--- config.mk ---
export PLATFORM = sky130hd
export DESIGN_NAME = bch_stream_encoder_flat
export DESIGN_NICKNAME = d
export VERILOG_FILES = /design/src/rtl/bch_stream_encoder_if.sv /design/src/rtl/bch_stream_encoder.sv /design/src/flat_wrapper.sv
export SDC_FILE = /design/constraint.sdc
export NUM_CORES = 1
export LEC_CHECK = 0
export ABC_AREA = 1
export BUFFER_PORTS_ARGS = -buffer_cell sky130_fd_sc_hd__buf_4
export CAP_MARGIN = 20
export CORE_ASPECT_RATIO = 0.75
export CORE_MARGIN = 2
export CORE_UTILIZATION = 43
export CTS_CLUSTER_SIZE = 40
export DETAILED_ROUTE_END_ITERATION = 10
export PLACE_DENSITY = 0.72
export SLEW_MARGIN = 0
export SYNTH_ARGS = -nofsm -noshare
export SYNTH_HDL_FRONTEND = slang
export SYNTH_SLANG_ARGS = --single-unit
--- constraint.sdc ---
create_clock -name clk -period 59.5 [get_ports clk]
set_input_delay 11.9 -clock clk [delete_from_list [all_inputs] [get_ports clk]]
set_output_delay 11.9 -clock clk [all_outputs]
set_load 0.02 [all_outputs]
--- src/rtl/bch_stream_encoder_if.sv ---
`default_nettype none
// ============================================================================
// Module   : bch_stream_encoder_if
// Brief    : Message/codeword handshake bundle for bch_stream_encoder.
// Revision : 1.0
// ============================================================================
interface bch_stream_encoder_if #(
  parameter int K = 191,
  parameter int W = 255
) ();
  logic         in_valid;
  logic         in_ready;
  logic [K-1:0] msg;
  logic         out_valid;
  logic         out_ready;
  logic [W-1:0] codeword;
  logic         busy;

  modport master (
    output in_valid, msg, out_ready,
    input  in_ready, out_valid, codeword, busy
  );

  modport slave (
    input  in_valid, msg, out_ready,
    output in_ready, out_valid, codeword, busy
  );
endinterface
`default_nettype wire

--- src/rtl/bch_stream_encoder.sv ---
`default_nettype none
// ============================================================================
// Module   : bch_stream_encoder
// Brief    : Systematic BCH(N,K) encoder, P message bits per clock through an
//            unrolled LFSR. BCH_EXTENDED_PARITY_EN appends an overall parity bit.
// Revision : 1.0
// ============================================================================
module bch_stream_encoder #(
  parameter int          N        = 255,
  parameter int          K        = 191,
  parameter logic [63:0] GEN_POLY = 64'h6CE707E26B6F9977,
  parameter int          P        = 1
) (
  input wire                  clk,
  input wire                  rst,
  bch_stream_encoder_if.slave bus
);

  localparam int c_r     = N - K;
  localparam int c_steps = K / P;
  localparam int c_cnt_w = (c_steps > 1) ? $clog2(c_steps) : 1;
`ifdef BCH_EXTENDED_PARITY_EN
  localparam int c_cw_w  = N + 1;
`else
  localparam int c_cw_w  = N;
`endif
  localparam logic [c_r-1:0]     c_gen  = GEN_POLY[c_r-1:0];
  localparam logic [c_cnt_w-1:0] c_last = c_cnt_w'(c_steps - 1);

  if ((K % P) != 0) begin : g_bad_parallelism
    $error("bch_stream_encoder: K must be a multiple of P");
  end
  if (GEN_POLY[0] != 1'b1) begin : g_bad_poly
    $error("bch_stream_encoder: generator constant term must be 1");
  end
  if ((c_r < 2) || (c_r > 64)) begin : g_bad_parity_width
    $error("bch_stream_encoder: N-K must lie in 2..64");
  end

  typedef enum logic [1:0] {
    S_IDLE   = 2'd0,
    S_ENCODE = 2'd1,
    S_DONE   = 2'd2
  } state_t;

  state_t              r_state;
  state_t              w_state_next;
  logic [K-1:0]        r_msg;
  logic [K-1:0]        r_shift;
  logic [c_r-1:0]      r_lfsr;
  logic [c_cnt_w-1:0]  r_cnt;
  logic [c_cw_w-1:0]   r_codeword;
  logic [c_r-1:0]      w_lfsr_next;
  logic [c_cw_w-1:0]   w_codeword_next;
  logic                w_last;

  assign w_last = (r_cnt == c_last);

  always_ff @(posedge clk or posedge rst) begin
    if (rst) begin
      r_state <= S_IDLE;
    end else begin
      r_state <= w_state_next;
    end
  end

  always_comb begin
    w_state_next = r_state;
    case (r_state)
      S_IDLE:   if (bus.in_valid)  w_state_next = S_ENCODE;
      S_ENCODE: if (w_last)        w_state_next = S_DONE;
      S_DONE:   if (bus.out_ready) w_state_next = S_IDLE;
      default:                     w_state_next = S_IDLE;
    endcase
  end

  // P division steps chained within one cycle, most significant bit first.
  always_comb begin
    w_lfsr_next = r_lfsr;
    for (int j = 0; j < P; j++) begin
      w_lfsr_next = {w_lfsr_next[c_r-2:0], 1'b0}
                  ^ ({c_r{w_lfsr_next[c_r-1] ^ r_shift[K-1-j]}} & c_gen);
    end
  end

`ifdef BCH_EXTENDED_PARITY_EN
  assign w_codeword_next = {r_msg, w_lfsr_next, ^{r_msg, w_lfsr_next}};
`else
  assign w_codeword_next = {r_msg, w_lfsr_next};
`endif

  always_ff @(posedge clk or posedge rst) begin
    if (rst) begin
      r_msg      <= '0;
      r_shift    <= '0;
      r_lfsr     <= '0;
      r_cnt      <= '0;
      r_codeword <= '0;
    end else begin
      case (r_state)
        S_IDLE: begin
          if (bus.in_valid) begin
            r_msg   <= bus.msg;
            r_shift <= bus.msg;
            r_lfsr  <= '0;
            r_cnt   <= '0;
          end
        end
        S_ENCODE: begin
          r_shift <= r_shift << P;
          r_lfsr  <= w_lfsr_next;
          r_cnt   <= r_cnt + 1'b1;
          if (w_last) begin
            r_codeword <= w_codeword_next;
          end
        end
        default: ;
      endcase
    end
  end

  // in_ready is gated by rst directly so it drops as soon as reset asserts.
  assign bus.in_ready  = (r_state == S_IDLE) && !rst;
  assign bus.out_valid = (r_state == S_DONE);
  assign bus.busy      = (r_state != S_IDLE);
  assign bus.codeword  = r_codeword;

endmodule
`default_nettype wire
--- src/flat_wrapper.sv ---
// flat-port wrapper written by rule: the top's interface ports become plain ports
module bch_stream_encoder_flat 
#(
  parameter int          N        = 255,
  parameter int          K        = 191,
  parameter logic [63:0] GEN_POLY = 64'h6CE707E26B6F9977,
  parameter int          P        = 1
)
  (clk, rst, bus_in_valid, bus_msg, bus_out_ready, bus_in_ready, bus_out_valid, bus_codeword, bus_busy);
  bch_stream_encoder_if #(.K(K)) bus_i ();
  input wire clk;
  input wire rst;
  input wire logic [$bits(bus_i.in_valid)-1:0] bus_in_valid;
  input wire logic [$bits(bus_i.msg)-1:0] bus_msg;
  input wire logic [$bits(bus_i.out_ready)-1:0] bus_out_ready;
  output wire logic [$bits(bus_i.in_ready)-1:0] bus_in_ready;
  output wire logic [$bits(bus_i.out_valid)-1:0] bus_out_valid;
  output wire logic [$bits(bus_i.codeword)-1:0] bus_codeword;
  output wire logic [$bits(bus_i.busy)-1:0] bus_busy;
  assign bus_i.in_valid = bus_in_valid;
  assign bus_i.msg = bus_msg;
  assign bus_i.out_ready = bus_out_ready;
  assign bus_in_ready = bus_i.in_ready;
  assign bus_out_valid = bus_i.out_valid;
  assign bus_codeword = bus_i.codeword;
  assign bus_busy = bus_i.busy;
  bch_stream_encoder #(.N(N), .K(K), .GEN_POLY(GEN_POLY), .P(P)) u_core (.clk(clk), .rst(rst), .bus(bus_i));
endmodule
# [Word-level counts from Yosys, hierarchy flattened]
# Index checks and enable logic that the tools add are counted.
[totals] word_cells=34 in_bits=195 register_bits=711 output_inout_bits=258
[op_classes] eq_ne=6 reduce_logical=9 muxes=10 bitwise=2 addsub=1
[ops] op="$pmux W191 S2" n=1
[ops] op="$mux W191" n=1
[ops] op="$pmux W64 S2" n=1
[ops] op="$mux W64" n=1
[ops] op="$xor A64 B63 Y64" n=1
[ops] op="$pmux W8 S2" n=1
[ops] op="$add A8 B1 Y8 const B" n=1
[ops] op="$eq A8 B8 Y1 const B" n=1
[ops] op="$mux W8" n=1
[ops] op="$mux W2" n=3
[ops] op="$pmux W2 S3" n=1
[ops] op="$reduce_and A2 Y1" n=3
[ops] op="$ne A2 B2 Y1 const B" n=2
[ops] op="$reduce_bool A2 Y1" n=2
[ops] op="$reduce_and A3 Y1" n=1
[ops] op="$eq A2 B1 Y1 const B" n=1
[ops] op="$eq A2 B2 Y1 const B" n=1
[ops] op="$logic_not A2 Y1" n=1
[ops] op="$ne A2 B1 Y1 const B" n=1
[ops] op="$logic_and A1 B1 Y1" n=1
[ops] op="$logic_not A1 Y1" n=1
[ops] op="$xor A1 B1 Y1" n=1

# [Longest topological paths before layout]
[depth] depth_word=3 ltp_mapped=10 ltp_nobuf=8

# [Worst setup path before layout]
# Ideal clock, no wire load.
[synth_timing] path_type="in2out" from="input rst" to="output bus_in_ready" t_required_ps=47600 arrival_time_ps=12193 path_buffers=0 path_stages=1 slack_ps=35407 cell_sequence="nor2_1"
[synth_between] elab_chain_cells=2
[synth_rtl] element="start, declared" line_no="flat_wrapper.sv:12" source="input wire rst;"
[synth_rtl] element="$logic_not A1 Y1 (no source line)"
[synth_rtl] element="$logic_and A1 B1 Y1" line_no="bch_stream_encoder.sv:123" source="assign bus.in_ready = (r_state == S_IDLE) && !rst;"
[synth_rtl] element="end, declared" line_no="flat_wrapper.sv:16" source="output wire logic [$bits(bus_i.in_ready)-1:0] bus_in_ready;"
# No other way between the ends.

# [Final worst setup path]
# Ends and elaborated chain as after synthesis.

==> results.py <==
metrics = {
    "outcome": {
        "status": "complete, but fails checks",
        "violations": "max-slew violations",
    },
    "cts": {
        "cts_tree": "built",
        "ctsHtreeMaxLevel": 3,
        "cts_root_buf": "clkbuf_16",
        "clockBufferDepth": 3,
        "clk_pin_slew_worst_paths_ns": 0.06,
        "cts_buffers": 70,
        "clk_latency_ns": 0.60,
        "ctsHoldBuffers": 0,
        "ctsResizeCount": 0,
        "cts_num_sinks": 711,
        "post_cts_buffers": 0,
    },
    "synth": {
        "avgSynthCellArea_um2": 9.24,
        "yosys_warnings": 0,
        "synth-seq-cells": 711,
        "synthDistinctLibCells": 23,
        "yosysSeqAreaShare_pct": 65.1,
        "synth.area.top_cells": "dfrtp_1 (65%), nand2_1 (16%), o21ai_1 (4.6%), inv_1 (3.6%), nand3_1 (3.6%)",
        "mappedNetlistArea_um2": 27300,
        "yosysTopAreaCellShare_pct": 65.1,
        "synthCells": 2959,
        "synth_area_leader_cell": "dfrtp_1",
        "syn-num-nets": 3156,
    },
    "drt": {
        "dr.pass1.iters": 5,
        "vias": 20600,
        "drtIter0Drc": 1501,
        "drt-wirelength-per-cell_um": 15.6,
        "drc": 0,
        "wl_um": 66500,
        "vias_per_cell": 4.83,
        "ant_nets": 0,
    },
    "setup_path": {
        "crit_path_max_fanout": 2,
        "r2r_start": "u_core.r_state[0]",
        "cp-end-kind": "output port",
        "required_ns": 47.60,
        "startpoint_type": "input pin",
        "cp.arrival_ns": 12.27,
        "reg2regPathDepth": 8,
        "worst_r2r_endpoint": "u_core.r_shift[102]",
        "reg2reg_slack_ns": 56.11,
        "crit_path_start": "rst",
        "path_class": "input pin to output port",
    },
    "min_path": {
        "holdPathStages": 2,
        "hold_start": "u_core.r_lfsr[42]",
        "holdPathEnd": "u_core.r_lfsr[42]",
        "hold_class": "register to register",
    },
    "floorplanning": {
        "rows": 80,
        "io_pins": 453,
        "die_y_um": 222,
        "die_x_um": 295,
        "fp.coreArea_um2": 63300,
        "die_area_um2": 65600,
        "initial_core_util_pct": 43.2,
    },
    "place": {
        "numPlacedInstances": 4131,
        "place.gp.congestion": 0.812,
        "dp_hpwl_um": 42000,
        "io_buffers": 452,
    },
    "grt": {
        "grt_pass1_wl_um": 107000,
        "track_usage_pct": 20.2,
        "antenna_found_initial": 0,
        "gr-total-overflow": 0,
        "grt_max_degree": 243,
        "first_global_vias": 19900,
    },
    "layout": {
        "num-nets-final": 3540,
        "drive_above_1_share_pct": 17.9,
        "areaGrowthSynthToFinish_pct": 23.3,
        "finalNonFillerCells": 4256,
        "final_common_cell": "nand2_1",
        "antennaDiodeCount": 0,
        "final_cell_mix": "nand2_1 (1157), dfrtp_1 (711), buf_4 (471)",
    },
    "timing": {
        "fin_crit_ns": 24.17,
        "setup_viol": 0,
        "finalCritPeriodShare_pct": 40.6,
        "fmax_mhz": 41.4,
        "max_slew.worst_pin.slew_ns": 1.56,
        "hold_violations": 0,
        "fin_tns_setup_ns": 0,
        "rsz0062_at_grt": "no",
        "finalClockSkew_ns": 0.0263,
        "slew_headroom_pct": -3.76,
        "finalMaxSlewViolations": 82,
    },
    "power": {
        "cellPowerDensity_nw_per_um2": 41.5,
        "peakVddDrop_uv": 22.4,
        "p_leak_nw": 17.4,
    },
    "flow_run": {
        "maxCapViolCount": 0,
    },
}
[cells by family after synthesis]
kind of cell             count (synthesis)  share of synthesized area [%]
adder cells (fa/ha/maj)                  2                         0.0915
AO/OA/AOI/OAI                          444                           8.26
buffers and inverters                  431                           6.77
AND/OR/NAND/NOR                       1371                           19.8
flip-flops                             711                           65.1
[metrics by stage]
stage / power, mW / setup WS, ns / util [%] / hold slack (ns) / instance area [um^2]
3_5_place_dp: 0.931 / 35.33 / 49.3 / 0.464 / 31200
4_1_cts: 1.41 / 35.32 / 53.3 / 0.478 / 33700
3_3_place_gp: 0.919 / 35.32 / 49.3 / 0.460 / 31200
5_1_grt: 1.49 / 35.31 / 53.3 / 0.493 / 33700
2_1_floorplan: 0.864 / 27.66 / - / 0.441 / 27300
6_report: 1.40 / 35.33 / 53.3 / 0.479 / 33700
[synthesized netlist by cell type]
library cell,number
a21oi_1,1
inv_2,7
buf_4,8
dfrtp_1,711
clkbuf_1,31
buf_6,7
clkinv_1,1
o31ai_1,1
nand3_4,1
inv_1,262
nand2_2,1
buf_8,1
o22ai_1,27
buf_1,2
nor2_4,1
o21ai_1,253
nand4_1,1
nor2_1,14
nand2_1,1158
ha_1,2
buf_2,112
o21ai_0,162
nand3_1,195
[cell type report]
type	count	area, um^2
multi-input cells	1817	7730
repair buffers	473	3580
well taps	861	1080
inverters	270	1040
fillers	5719	29500
clock buffers	93	2040
flip-flops and latches	711	17800
clock inverters	31	467
[where the power goes]
group          total [mW]  internal (mW)  switching [mW]
Sequential          0.675          0.614          0.0606
Clock               0.475          0.283           0.192
Combinational       0.250         0.0947           0.156
Total                1.40          0.992           0.408
[state kept, by name, indices dropped and copies added (netlist names)]
name                 cells
u_core.bus.codeword    255
u_core.r_cnt             8
u_core.r_lfsr           64
u_core.r_msg           191
u_core.r_shift         191
u_core.r_state           2
[worst max path at each step]
stage	depth (start not counted)	endpoint	slack (ns)
floorplan	1	u_core.bus.codeword[0]	27.66
global placement	3	bus_in_ready	35.32
detailed placement	3	bus_in_ready	35.33
CTS	3	bus_in_ready	35.32
global route	3	bus_in_ready	35.31
finish	3	bus_in_ready	35.33
[layer usage]
layer / vias up / track usage (%) / routed length [um]
met3: 76 / 5.15 / 4280
met2: 456 / 31.7 / 31100
met5: - / 0 / 0
met4: 0 / 4.93 / 1180
li1: 10100 / - / -
met1: 9955 / 28.2 / 30000
[worst max-delay path: stages]
cell and delay (ns):
buf_4 0.14, nor2_1 0.10, buf_4 0.14
Power figures use the tool's default switching activity.
